===== src/rtl/pool_window_feeder_pkg.sv =====
// Shared types and constants for the pooling window feeder.
// Holds the FSM state encoding, window geometry and the pooler watchdog limit.
package pool_window_feeder_pkg;

  typedef enum logic [1:0] {
    ST_FILL  = 2'd0,
    ST_ISSUE = 2'd1,
    ST_WAIT  = 2'd2,
    ST_OUT   = 2'd3
  } state_t;

  localparam int WIN           = 4;
  localparam int WIN_ELEMS     = WIN * WIN;
  localparam int TIMEOUT_LIMIT = 64;
  localparam int TIMEOUT_W     = $clog2(TIMEOUT_LIMIT);

endpackage


===== src/rtl/pool_window_feeder_if.sv =====
// Pixel input, pooler window/result and pooled output handshakes of the feeder.
// master = feeder side, slave = surrounding logic (pixel source, pooler, sink).
interface pool_window_feeder_if #(
  parameter int DW = 22
);
  import pool_window_feeder_pkg::*;

  logic                      in_valid;
  logic signed [DW-1:0]      in_data;
  logic                      in_ready;
  logic                      pool_en;
  logic [WIN_ELEMS*DW-1:0]   win_data;
  logic                      pool_done;
  logic signed [DW-1:0]      pool_res;
  logic                      res_valid;
  logic signed [DW-1:0]      res_data;
  logic                      res_ready;

  modport master (
    input  in_valid, in_data, pool_done, pool_res, res_ready,
    output in_ready, pool_en, win_data, res_valid, res_data
  );

  modport slave (
    output in_valid, in_data, pool_done, pool_res, res_ready,
    input  in_ready, pool_en, win_data, res_valid, res_data
  );

endinterface


===== src/rtl/pool_window_feeder_band_buf.sv =====
// pool_band_buf: 4-row band store, one row-major write port, combinational 4x4 column-group read.
// Latency: write lands on the clock edge, read is same-cycle; no backpressure of its own.
module pool_band_buf
  import pool_window_feeder_pkg::*;
#(
  parameter int DW    = 22,
  parameter int IMG_W = 16,
  parameter int AW    = $clog2(WIN * IMG_W),
  parameter int GW    = (IMG_W / WIN > 1) ? $clog2(IMG_W / WIN) : 1
) (
  input  logic                    clk,
  input  logic                    wr_en,
  input  logic [AW-1:0]           wr_addr,
  input  logic [DW-1:0]           wr_data,
  input  logic [GW-1:0]           rd_grp,
  output logic [WIN_ELEMS*DW-1:0] rd_win
);

  logic [DW-1:0] mem [WIN*IMG_W];
  logic [AW-1:0] col_base;

  // Contents are don't-care after reset, so the array carries no reset.
  always_ff @(posedge clk) begin
    if (wr_en) begin
      mem[wr_addr] <= wr_data;
    end
  end

  assign col_base = AW'(rd_grp) * AW'(WIN);

  for (genvar k = 0; k < WIN_ELEMS; k++) begin : g_rd
    assign rd_win[k*DW +: DW] = mem[col_base + AW'((k / WIN) * IMG_W + (k % WIN))];
  end

endmodule


===== src/rtl/pool_window_feeder.sv =====
// Buffers a 4-row band, then feeds non-overlapping 4x4 windows to a pooler; 1 cycle pixel->pool_en and pool_done->res_valid.
// in_ready drops for the whole drain of a band; POOL_FEEDER_TIMEOUT_EN adds a sticky 64-cycle pooler watchdog on err.
module pool_window_feeder
  import pool_window_feeder_pkg::*;
#(
  parameter int DW    = 22,
  parameter int IMG_W = 16
) (
  input  logic                 clk,
  input  logic                 rst_n,
  pool_window_feeder_if.master bus,
  output logic                 err
);

  localparam int NPIX = WIN * IMG_W;
  localparam int AW   = $clog2(NPIX);
  localparam int NGRP = IMG_W / WIN;
  localparam int GW   = (NGRP > 1) ? $clog2(NGRP) : 1;
  localparam logic [AW-1:0] PIX_LAST = AW'(NPIX - 1);
  localparam logic [GW-1:0] GRP_LAST = GW'(NGRP - 1);

  state_t                  state, state_nxt;
  logic [AW-1:0]           pix_cnt;
  logic [GW-1:0]           grp_idx;
  logic signed [DW-1:0]    res_q;
  logic [WIN_ELEMS*DW-1:0] win;
  logic                    pix_acc;
  logic                    pool_hit;
  logic                    res_hs;
  logic                    tmo_hit;

  assign pix_acc  = (state == ST_FILL) && bus.in_valid;
  assign pool_hit = (state == ST_WAIT) && bus.pool_done;
  assign res_hs   = (state == ST_OUT) && bus.res_ready;

`ifdef POOL_FEEDER_TIMEOUT_EN
  localparam logic signed [DW-1:0] RES_MIN = {1'b1, {(DW-1){1'b0}}};
  logic [TIMEOUT_W-1:0] tmo_cnt;
  logic                 err_q;

  assign tmo_hit = (state == ST_WAIT) && !bus.pool_done &&
                   (tmo_cnt == TIMEOUT_W'(TIMEOUT_LIMIT - 1));
  assign err     = err_q;

  always_ff @(posedge clk or negedge rst_n) begin
    if (!rst_n) begin
      tmo_cnt <= '0;
      err_q   <= 1'b0;
    end else begin
      tmo_cnt <= (state == ST_WAIT) ? tmo_cnt + TIMEOUT_W'(1) : '0;
      if (tmo_hit) begin
        err_q <= 1'b1;
      end
    end
  end
`else
  assign tmo_hit = 1'b0;
  assign err     = 1'b0;
`endif

  pool_band_buf #(
    .DW    (DW),
    .IMG_W (IMG_W)
  ) u_band_buf (
    .clk     (clk),
    .wr_en   (pix_acc),
    .wr_addr (pix_cnt),
    .wr_data (bus.in_data),
    .rd_grp  (grp_idx),
    .rd_win  (win)
  );

  always_comb begin
    state_nxt     = state;
    bus.in_ready  = 1'b0;
    bus.pool_en   = 1'b0;
    bus.res_valid = 1'b0;
    bus.win_data  = win;
    bus.res_data  = res_q;
    case (state)
      ST_FILL: begin
        bus.in_ready = 1'b1;
        if (pix_acc && pix_cnt == PIX_LAST) state_nxt = ST_ISSUE;
      end
      ST_ISSUE: begin
        bus.pool_en = 1'b1;
        state_nxt   = ST_WAIT;
      end
      ST_WAIT: begin
        bus.pool_en = 1'b1;
        if (bus.pool_done || tmo_hit) state_nxt = ST_OUT;
      end
      ST_OUT: begin
        bus.res_valid = 1'b1;
        if (bus.res_ready) state_nxt = (grp_idx == GRP_LAST) ? ST_FILL : ST_ISSUE;
      end
      default: state_nxt = ST_FILL;
    endcase
  end

  // pix_cnt doubles as the row-major write address inside the band.
  always_ff @(posedge clk or negedge rst_n) begin
    if (!rst_n) begin
      state   <= ST_FILL;
      pix_cnt <= '0;
      grp_idx <= '0;
      res_q   <= '0;
    end else begin
      state <= state_nxt;
      if (pix_acc) begin
        pix_cnt <= (pix_cnt == PIX_LAST) ? '0 : pix_cnt + AW'(1);
      end
      if (pix_acc && pix_cnt == PIX_LAST) begin
        grp_idx <= '0;
      end else if (res_hs) begin
        grp_idx <= (grp_idx == GRP_LAST) ? '0 : grp_idx + GW'(1);
      end
      if (pool_hit) begin
        res_q <= bus.pool_res;
      end
`ifdef POOL_FEEDER_TIMEOUT_EN
      else if (tmo_hit) begin
        res_q <= RES_MIN;
      end
`endif
    end
  end

endmodule


===== src/flat_wrapper.sv =====
// flat-port wrapper written by rule: the top's interface ports become plain ports
module pool_window_feeder_flat import pool_window_feeder_pkg::*;
#(
  parameter int DW    = 22,
  parameter int IMG_W = 16
)
  (clk, rst_n, err, bus_in_valid, bus_in_data, bus_pool_done, bus_pool_res, bus_res_ready, bus_in_ready, bus_pool_en, bus_win_data, bus_res_valid, bus_res_data);
  pool_window_feeder_if #(.DW(DW)) bus_i ();
  input  logic clk;
  input  logic rst_n;
  output logic err;
  input wire logic [$bits(bus_i.in_valid)-1:0] bus_in_valid;
  input wire logic [$bits(bus_i.in_data)-1:0] bus_in_data;
  input wire logic [$bits(bus_i.pool_done)-1:0] bus_pool_done;
  input wire logic [$bits(bus_i.pool_res)-1:0] bus_pool_res;
  input wire logic [$bits(bus_i.res_ready)-1:0] bus_res_ready;
  output wire logic [$bits(bus_i.in_ready)-1:0] bus_in_ready;
  output wire logic [$bits(bus_i.pool_en)-1:0] bus_pool_en;
  output wire logic [$bits(bus_i.win_data)-1:0] bus_win_data;
  output wire logic [$bits(bus_i.res_valid)-1:0] bus_res_valid;
  output wire logic [$bits(bus_i.res_data)-1:0] bus_res_data;
  assign bus_i.in_valid = bus_in_valid;
  assign bus_i.in_data = bus_in_data;
  assign bus_i.pool_done = bus_pool_done;
  assign bus_i.pool_res = bus_pool_res;
  assign bus_i.res_ready = bus_res_ready;
  assign bus_in_ready = bus_i.in_ready;
  assign bus_pool_en = bus_i.pool_en;
  assign bus_win_data = bus_i.win_data;
  assign bus_res_valid = bus_i.res_valid;
  assign bus_res_data = bus_i.res_data;
  pool_window_feeder #(.DW(DW), .IMG_W(IMG_W)) u_core (.clk(clk), .rst_n(rst_n), .bus(bus_i), .err(err));
endmodule

===== config.mk =====
export PLATFORM = sky130hd
export DESIGN_NAME = pool_window_feeder_flat
export DESIGN_NICKNAME = d
export VERILOG_FILES = /design/src/rtl/pool_window_feeder_pkg.sv /design/src/rtl/pool_window_feeder_if.sv /design/src/rtl/pool_window_feeder_band_buf.sv /design/src/rtl/pool_window_feeder.sv /design/src/flat_wrapper.sv
export SDC_FILE = /design/constraint.sdc
export NUM_CORES = 1
export LEC_CHECK = 0
export ABC_CLOCK_PERIOD_IN_PS = 4900
export BUFFER_PORTS_ARGS = -buffer_cell sky130_fd_sc_hd__buf_2
export CAP_MARGIN = 20
export CORE_ASPECT_RATIO = 0.5
export CORE_MARGIN = 1
export CORE_UTILIZATION = 50
export CTS_CLUSTER_DIAMETER = 30
export DETAILED_ROUTE_END_ITERATION = 16
export PLACE_DENSITY = 0.78
export SYNTH_ARGS = -nofsm -noshare
export SYNTH_HDL_FRONTEND = slang
export SYNTH_HIERARCHICAL = 1
export SYNTH_SLANG_ARGS = --single-unit

===== constraint.sdc =====
create_clock -name clk -period 4.9 [get_ports clk]
set_input_delay 0.98 -clock clk [delete_from_list [all_inputs] [get_ports clk]]
set_output_delay 0.98 -clock clk [all_outputs]
set_load 0.005 [all_outputs]

==> flow_metrics.env, run 1 <==
export IMPL_outcome="finished clean"
export IMPL_tns_ns=0
export IMPL_routed_via_density=5.94
export IMPL_gp_congestion=0.779
export IMPL_netlist_top_cells_area="edfxtp_1 80%, mux4_2 15%, dfrtp_1 1.5%"
export IMPL_rsz0062_at_grt="false"
export IMPL_die_w_um=461
export IMPL_htree_num_levels=4
export IMPL_dp_hpwl_mm=71.1
export IMPL_worstPathCellList="buf_4 > mux4_2 > buf_2"
export IMPL_drc=0
export IMPL_die_area_mm2=0.107
export IMPL_clkPwrFrac_pct=36.0
export IMPL_cp_max_fo=57
export IMPL_cp_num_buf_inv=2
export IMPL_reg2reg_to="u_core/u_band_buf/mem[36][11]"
export IMPL_fillers=6812
export IMPL_fin_cells=4172
export IMPL_p_leak_nw=20.3
export IMPL_io_pin_count=427
export IMPL_wl_per_cell_um=30.9
export IMPL_hold_viol=0
export IMPL_dp_cells=3876
export IMPL_worstSetupStartpointType="flip-flop"
export IMPL_slowest_stage="dfrtp_4"
export IMPL_seq_area_frac_synth_pct=81.8
export IMPL_ant_nets=0
export IMPL_period_minus_slack_ns=3.98
export IMPL_path_delay_family="flip-flops"
export IMPL_clkTransAtPathRegs_ns=0.06
export IMPL_hold_slack_ns=0.337
export IMPL_port_buffers=425
export IMPL_grt_ovfl_total=0
export IMPL_first_global_vias=25373
export IMPL_final_util_pct=60.3
export IMPL_ys_warn_count=6
export IMPL_first_pass_iters=6
export IMPL_worst_slew_pin_slew_ns=1.18
export IMPL_area_growth_pct=18.4
export IMPL_cts_resized=0
export IMPL_initial_core_util_pct=50.9
export IMPL_synthCells=2043
export IMPL_ys_ff_latch=1440
export IMPL_cts_tree="done"
export IMPL_row_count=83
export IMPL_nets=2689
export IMPL_grt_max_degree=84
export IMPL_drt_iter0_drc=2479
export IMPL_peakVddDrop_mv=0.523
export IMPL_p_per_area_mw_per_mm2=534
export IMPL_yosys_area_top_type="edfxtp_1"
export IMPL_r2r_slack_ns=1.51
export IMPL_setup_violations=0
export IMPL_cts_buffer_depth=3
export IMPL_hold_class="input pin to async pin"
export IMPL_fmax_mhz=251
export IMPL_synth_top_cell_area_share_pct=80.3
export IMPL_synth_distinct_cells=37
export IMPL_combPwrFrac_pct=21.7
export IMPL_holdBufCountCts=0
export IMPL_track_usage_pct=24.3
export IMPL_cts_setup_buffers=0
export IMPL_maxSlewHeadroom_pct=21.2
export IMPL_drive_above_1_share_pct=44.7
export IMPL_p_sw_mw=9.19
export IMPL_internal_power_mw=24.1
export IMPL_syn_num_nets=2098
export IMPL_r2r_cells=6
export IMPL_coreArea_mm2=0.103
export IMPL_grt_pass1_wl_mm=181
export IMPL_root_buffer="clkbuf_16"
export IMPL_max_stage_delay_ns=1.06
export IMPL_slew_viol_final=0
export IMPL_p_sw_share_pct=27.6
export IMPL_cts_num_sinks=1440
export IMPL_period_share_pct=81.3
export IMPL_num_vias=24800
export IMPL_post_synth_cell_area_avg_um2=25.8
export IMPL_end_kind="primary output"
export IMPL_clock_latency_ns=0.77
export IMPL_routed_wl_mm=129
export IMPL_skew_ns=0.0313
export IMPL_seqPwrFrac_pct=42.2
export IMPL_required_ns=3.92
export IMPL_cp_data_arrival_time_ns=3.00
export IMPL_cts_buffers=155
export IMPL_startpoint="u_core/grp_idx[1]"
export IMPL_die_h_um=231
export IMPL_antenna_found_initial=5
export IMPL_crit_type="flip-flop to primary output"
export IMPL_syn_cell_area_mm2=0.0527
export IMPL_drv_cap=0
export IMPL_r2r_start="u_core/state[0]"
[worst max-delay path by stage]
stage	end	slack, ns	cells after the start
finish	bus_win_data[261]	0.92	3
CTS	bus_win_data[180]	0.89	3
floorplan	u_core/u_band_buf/mem[16][0]	0.79	5
detailed placement	u_core/u_band_buf/mem[42][7]	1.46	5
global route	bus_win_data[337]	0.81	3
global placement	u_core/u_band_buf/mem[10][13]	1.52	5
[cell families (layout without fill, tap and decap cells)]
| kind of cell | Yosys count | count (layout) | synth area share [%] |
|---|---|---|---|
| xor+xnor | 3 | 3 | 0.0499 |
| fa+ha+maj | 6 | 6 | 0.143 |
| other cells | 1 | 6 | 0.00712 |
| compound gates | 10 | 10 | 0.121 |
| simple gates | 104 | 104 | 0.972 |
| buf+inv | 103 | 825 | 1.31 |
| mux | 376 | 376 | 15.6 |
| flops | 1440 | 1440 | 81.8 |
[cells in the final DEF, fill, tap and decap left out, types with 12 or more instances in the layout]
master | synthesis | layout
nor2_2 | 0 | 56
buf_2 | 40 | 425
buf_4 | 1 | 91
mux2_2 | 22 | 22
edfxtp_1 | 1408 | 1408
buf_12 | 0 | 14
bufinv_16 | 0 | 15
clkinvlp_4 | 0 | 14
mux4_2 | 352 | 352
dfrtp_1 | 32 | 30
clkinv_1 | 0 | 20
clkbuf_16 | 0 | 157
clkinv_2 | 0 | 19
inv_6 | 0 | 23
clkinv_4 | 0 | 12
[registers in the layout, indices dropped and copies added (netlist names)]
| signal | count |
|---|---|
| u_core/bus.res_data | 22 |
| u_core/state | 2 |
| u_core/pix_cnt | 6 |
| u_core/grp_idx | 2 |
| u_core/u_band_buf/mem | 1408 |
[per-layer routing]
metal,track usage [%],wire (um),vias up
li1,-,-,9993
met1,29.7,45700,13171
met2,41.0,66300,1353
met3,4.31,9580,283
met4,14.1,7240,0
met5,0,0,-
[worst register-to-register path, delay by kind of cell, from the launching register on]
family | cells | cell delay (ns)
fa+ha+maj | 1 | 0.30
buf+inv | 2 | 0.52
flops | 1 | 0.42
simple gates | 3 | 1.83
[area by class of cell]
cell class	count	area, um^2	area share [%]
Antenna cell	5	12.5	0.0201
Clock buffer	164	3960	6.34
Clock inverter	124	1360	2.17
Inverter	7	26.3	0.0421
Multi-Input combinational cell	500	9060	14.5
Sequential cell	1440	43100	69.1
Tap cell	1402	1750	2.81
Timing Repair Buffer	530	3090	4.96
[power by group through the flow]
stage                     Sequential (mW)  Clock (mW)  Combinational (mW)
after floorplan                      14.1           0                4.46
after global placement               14.3           0                7.19
after detailed placement             14.3           0                7.27
after CTS                            14.1        12.1                7.39
after global routing                 14.1        12.6                7.59
final                                14.1        12.0                7.23
[per-stage QoR]
step / total power, mW / setup WS [ns] / area, um^2
after floorplan: 18.6 / 0.794 / 52700
after global placement: 21.5 / 1.52 / 56900
after detailed placement: 21.6 / 1.46 / 57000
after CTS: 33.5 / 0.893 / 62300
after global routing: 34.2 / 0.812 / 62300
final: 33.3 / 0.916 / 62300
[cell usage after synthesis]
cell type and count:
or3b_1 1, conb_1 1, a21oi_1 4, mux4_2 352, nand4_2 1, clkbuf_1 22
nor4_1 2, mux2_4 1, o211ai_1 1, nand2b_1 3, nand4bb_1 4, and2_1 1
nand3_1 3, xor2_1 1, o21ai_0 2, xnor2_1 2, nor2_1 60, or3b_2 1
o21ai_1 1, buf_6 33, dfrtp_1 32, o22ai_1 1, nand4b_1 3, or3_1 2
nand4_1 3, inv_1 7, mux2_2 22, buf_4 1, ha_1 6, nand2_1 9
nand3b_1 3, edfxtp_1 1408, or4b_1 1, mux2i_1 1, o221ai_2 1, buf_2 40
nor3_1 7
Note: power is estimated with default switching activity, not from simulation.
==> inputs of run 2 (changes only) <==
- ABC_CLOCK_PERIOD_IN_PS: 4900 -> 3200
- PLACE_DENSITY: 0.78 -> 0.81
- clock period: 4.9 -> 3.2 ns (I/O delays scaled with it)
==> run 2 against run 1 <==
Count of clock-buffer cells in the layout shrank 3. The flow now finishes with violations (negative setup slack). Global-route usage grew 2.7 points. Non-clock buffer count grew 58. Final area grew 1.0%. Largest cell class unchanged. Highest routed layer unchanged. Clock skew grew 0.012 ns.
==> flow_metrics.env, run 2 (synthesized netlist as in run 1, its figures left out) <==
export IMPL_outcome="complete, but fails checks"
export IMPL_violations="negative setup slack"
export IMPL_first_pass_iters=5
export IMPL_ant_nets=0
export IMPL_p_sw_share_pct=28.7
export IMPL_drc=0
export IMPL_gp_congestion=0.816
export IMPL_clkTransAtPathRegs_ns=0.08
export IMPL_top_register="u_core/u_band_buf/mem"
export IMPL_period_share_pct=101
export IMPL_final_cell_mix="1408 x edfxtp_1, 414 x buf_2, 352 x mux4_2"
export IMPL_routed_wl_mm=147
export IMPL_grt_pass1_wl_mm=200
export IMPL_period_minus_slack_ns=3.22
export IMPL_setup_violations=3
export IMPL_clock_latency_ns=0.77
export IMPL_wl_per_cell_um=34.9
export IMPL_die_area_mm2=0.107
export IMPL_clkPwrFrac_pct=34.7
export IMPL_die_h_um=231
export IMPL_largest_register_ffs=1408
export IMPL_maxSlewHeadroom_pct=31.2
export IMPL_routed_via_density=6.34
export IMPL_num_vias=26669
export IMPL_die_w_um=461
export IMPL_required_ns=2.56
export IMPL_drt_iter0_drc=4126
export IMPL_end_kind="primary output"
export IMPL_internal_power_mw=37.4
export IMPL_worst_slew_pin_slew_ns=1.03
export IMPL_fillers=6577
export IMPL_io_pin_count=427
export IMPL_grt_max_degree=77
export IMPL_crit_type="flip-flop to primary output"
export IMPL_p_per_area_mw_per_mm2=833
export IMPL_coreArea_mm2=0.103
export IMPL_fin_area_mm2=0.0630
export IMPL_p_sw_mw=15.1
export IMPL_cts_num_sinks=1440
export IMPL_rsz0062_at_grt="true"
export IMPL_seqPwrFrac_pct=40.7
export IMPL_track_usage_pct=27.0
export IMPL_drv_cap=0
export IMPL_cts_buffers=148
export IMPL_final_common_cell="edfxtp_1"
export IMPL_initial_core_util_pct=50.9
export IMPL_slew_viol_final=0
export IMPL_hold_class="input pin to async pin"
export IMPL_peakVddDrop_mv=0.718
export IMPL_cts_buffer_depth=3
export IMPL_cp_data_arrival_time_ns=2.58
export IMPL_placed_area_mm2=0.0574
export IMPL_p_leak_nw=20.6
export IMPL_root_buffer="clkbuf_16"
export IMPL_holdBufCountCts=0
export IMPL_fmax_mhz=310
export IMPL_dp_hpwl_mm=75.4
export IMPL_cts_tree="done"
export IMPL_final_util_pct=60.9
export IMPL_row_count=83
export IMPL_htree_num_levels=4
export IMPL_cp_max_fo=19
export IMPL_antenna_found_initial=3
export IMPL_nets=2740
export IMPL_port_buffers=425
export IMPL_skew_ns=0.0433
export IMPL_combPwrFrac_pct=24.6
export IMPL_hold_viol=0
export IMPL_worstSetupStartpointType="flip-flop"
export IMPL_area_growth_pct=19.6
export IMPL_grt_ovfl_total=0
export IMPL_layout_setup_ws_ns=-0.0223
export IMPL_first_global_vias=27097
export IMPL_drive_above_1_share_pct=45.6
-- run 2: changes by cell type in the layout (fill, tap and decap cells not counted), sizes merged --
| cell | delta |
|---|---|
| buf | +51 |
| clkinv | -13 |
| bufbuf | +3 |
| diode | -3 |
| inv | -2 |
| clkbuf | +1 |
| clkinvlp | -1 |
-- run 2: final cells by class --
cell class	instances	area (um^2)	area share (%)
multi-input combinational	500	9070	14.4
antenna	2	5.00	0.00795
inverter	7	26.3	0.0417
sequential	1440	43100	68.4
timing repair buffer	588	3940	6.26
clock buffer	161	3840	6.09
clock inverter	108	1250	1.98
tap	1402	1750	2.79
-- run 2: stage by stage --
stage               hold WS (ns)  total power, mW  setup WS, ns  cells  TNS (ns)
floorplan                  0.344             28.4        -0.683   2043    -39.93
global placement           0.486             33.3         0.545   3920         0
detailed placement         0.488             33.5         0.376   3920         0
CTS                       0.0194             52.1       -0.0800   4192     -3.18
global route              0.0641             53.7       -0.0555   4208    -0.680
finish                    0.0192             52.5       -0.0223   4208   -0.0369
-- run 2: final timing paths --
kind | startpoint | to | slack (ns) | depth (start not counted)
max in group asynchronous | rst_n | u_core/grp_idx[0] | 2.51 | 1
hold / removal | rst_n | u_core/pix_cnt[2] | 0.02 | 1
setup reg to reg | u_core/state[0] | u_core/u_band_buf/mem[31][10] | 0.15 | 8
setup / recovery | u_core/grp_idx[0] | bus_win_data[72] | -0.02 | 5
hold reg to reg | u_core/bus.res_data[6] | u_core/bus.res_data[6] | 0.50 | 1
min in group clk | bus_in_data[6] | u_core/u_band_buf/mem[35][6] | 0.12 | 1
-- run 2: what timing repair did --
| item | 4_1_cts | 5_1_grt |
|---|---|---|
| setup buffers | 0 | 8 |
| hold endpoints to repair | 0 | 0 |
| endpoints found under the setup margin | 258 | 278 |
| cloned | 3 | 6 |
| resized for setup | 23 | 4 |
-- run 2: worst max-delay path: stages (launching register included) --
cell	delay (ns)
dfrtp_4	0.51
buf_16	0.18
buf_4	0.14
buf_16	0.20
mux4_2	0.61
buf_2	0.17
-- run 2: power groups by stage --
stage | combinational [mW] | clock, mW | sequential (mW)
after floorplan | 6.83 | 0 | 21.6
after global placement | 11.6 | 0 | 21.7
after detailed placement | 11.8 | 0 | 21.7
after CTS | 12.5 | 18.2 | 21.4
after global routing | 13.3 | 19.0 | 21.4
final | 12.9 | 18.2 | 21.4
-- run 2: metal layers --
layer	wire (um)	GRT usage [%]	share of wire (%)
met5	0	0	0
met4	9960	16.3	6.8
met3	16000	5.33	11
met2	73600	45.0	50
met1	47100	32.8	32
==> inputs of run 3 (changes only) <==
- CORE_UTILIZATION: 50 -> 45
- PLACE_DENSITY: 0.81 -> 0.75
==> run 3 against run 2 <==
The run now ends clean. Non-clock buffer count down 3. Power down 0.98%. Global-route usage down 5.5 points. Critical path depth down 1. Critical endpoint is now bus_win_data[323]. Wire length down 11%. Highest routed layer unchanged. Cell count up 3.7%. Hold slack better by 0.088 ns. Critical path type unchanged.
==> flow_metrics.env, run 3 (synthesized netlist as in run 1, its figures left out) <==
export IMPL_worstHoldEndpoint="u_core/bus.res_data[14]"
export IMPL_wl_per_cell_um=29.9
export IMPL_drc=0
export IMPL_drive_above_1_share_pct=45.8
export IMPL_r2r_cells=7
export IMPL_hold_depth=2
export IMPL_slew_viol_final=0
export IMPL_die_h_um=244
export IMPL_grt_ovfl_total=0
export IMPL_outcome="finished clean"
export IMPL_rsz0062_at_grt="true"
export IMPL_port_buffers=425
export IMPL_area_growth_pct=20.5
export IMPL_grt_max_degree=76
export IMPL_nets=2753
export IMPL_root_buffer="clkbuf_16"
export IMPL_antenna_found_initial=7
export IMPL_cp_max_fo=26
export IMPL_final_common_cell="edfxtp_1"
export IMPL_setup_violations=0
export IMPL_max_stage_delay_ns=0.59
export IMPL_fmax_mhz=314
export IMPL_reg2reg_to="u_core/u_band_buf/mem[20][17]"
export IMPL_p_leak_nw=20.7
export IMPL_drv_cap=0
export IMPL_r2r_start="u_core/state[0]"
export IMPL_path_delay_family="buffers and inverters"
export IMPL_worstHoldStart="bus_pool_res[14]"
export IMPL_peakVddDrop_mv=0.498
export IMPL_gp_congestion=0.775
export IMPL_crit_cells=4
export IMPL_top_register="u_core/u_band_buf/mem"
export IMPL_htree_num_levels=4
export IMPL_clock_latency_ns=0.78
export IMPL_cts_num_sinks=1440
export IMPL_largest_register_ffs=1408
export IMPL_worstPathCellList="buf_12 > buf_16 > mux4_2 > buf_2"
export IMPL_initial_core_util_pct=45.5
export IMPL_hold_viol=0
export IMPL_totalPowerFinal_mw=52.0
export IMPL_dp_hpwl_mm=72.8
export IMPL_routed_via_density=5.74
export IMPL_maxSlewHeadroom_pct=22.0
export IMPL_p_per_area_mw_per_mm2=819
export IMPL_first_global_vias=25507
export IMPL_drt_iter0_drc=2908
export IMPL_die_w_um=486
export IMPL_skew_ns=0.0262
export IMPL_end_kind="primary output"
export IMPL_hold_class="input pin to flip-flop"
export IMPL_fillers=8231
export IMPL_die_area_mm2=0.118
export IMPL_cts_buffer_depth=3
export IMPL_cts_buffers=164
export IMPL_ant_nets=0
export IMPL_routed_wl_mm=130
export IMPL_grt_pass1_wl_mm=180
export IMPL_cp_num_buf_inv=3
export IMPL_period_share_pct=99.6
export IMPL_tns_ns=0
export IMPL_r2r_slack_ns=0.13
export IMPL_crit_type="flip-flop to primary output"
export IMPL_track_usage_pct=21.4
export IMPL_row_count=88
export IMPL_worst_slew_pin_slew_ns=1.17
export IMPL_io_pin_count=427
export IMPL_cp_data_arrival_time_ns=2.55
export IMPL_worstSetupStartpointType="flip-flop"
export IMPL_slowest_stage="mux4_2"
export IMPL_required_ns=2.56
export IMPL_first_pass_iters=6
export IMPL_num_vias=25064
export IMPL_cts_tree="done"
export IMPL_coreArea_mm2=0.116
export IMPL_period_minus_slack_ns=3.19
export IMPL_final_cell_mix="1408 x edfxtp_1, 418 x buf_2, 352 x mux4_2"
export IMPL_clkTransAtPathRegs_ns=0.06
[run 3: metrics by stage]
step / hold slack, ns / util [%] / cells / instance area (um^2) / worst slack, ns
6_report: 0.107 / 54.9 / 4363 / 63400 / 0.0142
5_1_grt: 0.0990 / 54.9 / 4361 / 63400 / -0.0742
4_1_cts: 0.0511 / 54.6 / 4348 / 63200 / -0.0669
3_5_place_dp: 0.489 / 49.8 / 4041 / 57600 / 0.317
3_3_place_gp: 0.484 / 49.8 / 4041 / 57600 / 0.472
2_1_floorplan: 0.344 / - / 2043 / 52700 / -0.683
[run 3: power by group]
group	internal, mW	total (mW)	switching [mW]	leakage, nW
Sequential	21.1	21.4	0.302	13.0
Clock	10.4	18.2	7.87	2.58
Combinational	6.16	12.4	6.22	5.14
Total	37.6	52.0	14.4	20.7
[run 3: worst max-delay path by stage]
stage                            startpoint                            to  slack [ns]
final                     u_core/grp_idx[0]             bus_win_data[323]        0.01
after global routing      u_core/grp_idx[0]              bus_win_data[26]       -0.07
after CTS                 u_core/grp_idx[0]             bus_win_data[272]       -0.07
after detailed placement    u_core/state[0]  u_core/u_band_buf/mem[16][0]        0.32
after global placement      u_core/state[0]  u_core/u_band_buf/mem[20][0]        0.47
after floorplan             u_core/state[0]  u_core/u_band_buf/mem[16][0]       -0.68
[run 3: cell type report]
| type | instances | area [um^2] | share of cell area (%) |
|---|---|---|---|
| clock inverters | 123 | 1070 | 1.69 |
| inverters | 7 | 26.3 | 0.0414 |
| clock buffers | 176 | 4230 | 6.68 |
| flip-flops and latches | 1440 | 43100 | 67.9 |
| repair buffers | 585 | 4030 | 6.35 |
| well taps | 1530 | 1910 | 3.02 |
| multi-input cells | 500 | 9060 | 14.3 |
| diodes | 2 | 5.00 | 0.00789 |
[run 3: routing by layer]
metal	wire [um]	global-route usage, %	up-vias	part of all wire [%]
met2	68100	36.4	1308	52
met3	9150	3.01	257	7.0
met5	0	0	-	0
li1	-	-	10139	-
met1	47200	27.1	13360	36
met4	5880	11.0	0	4.5
[run 3: what timing repair did]
action	4_1_cts	5_1_grt
gates cloned	3	6
setup buffers	4	6
hold buffers	1	0
endpoints found under the setup margin	211	145
endpoints found under the hold margin	32	0
resized for setup	17	7
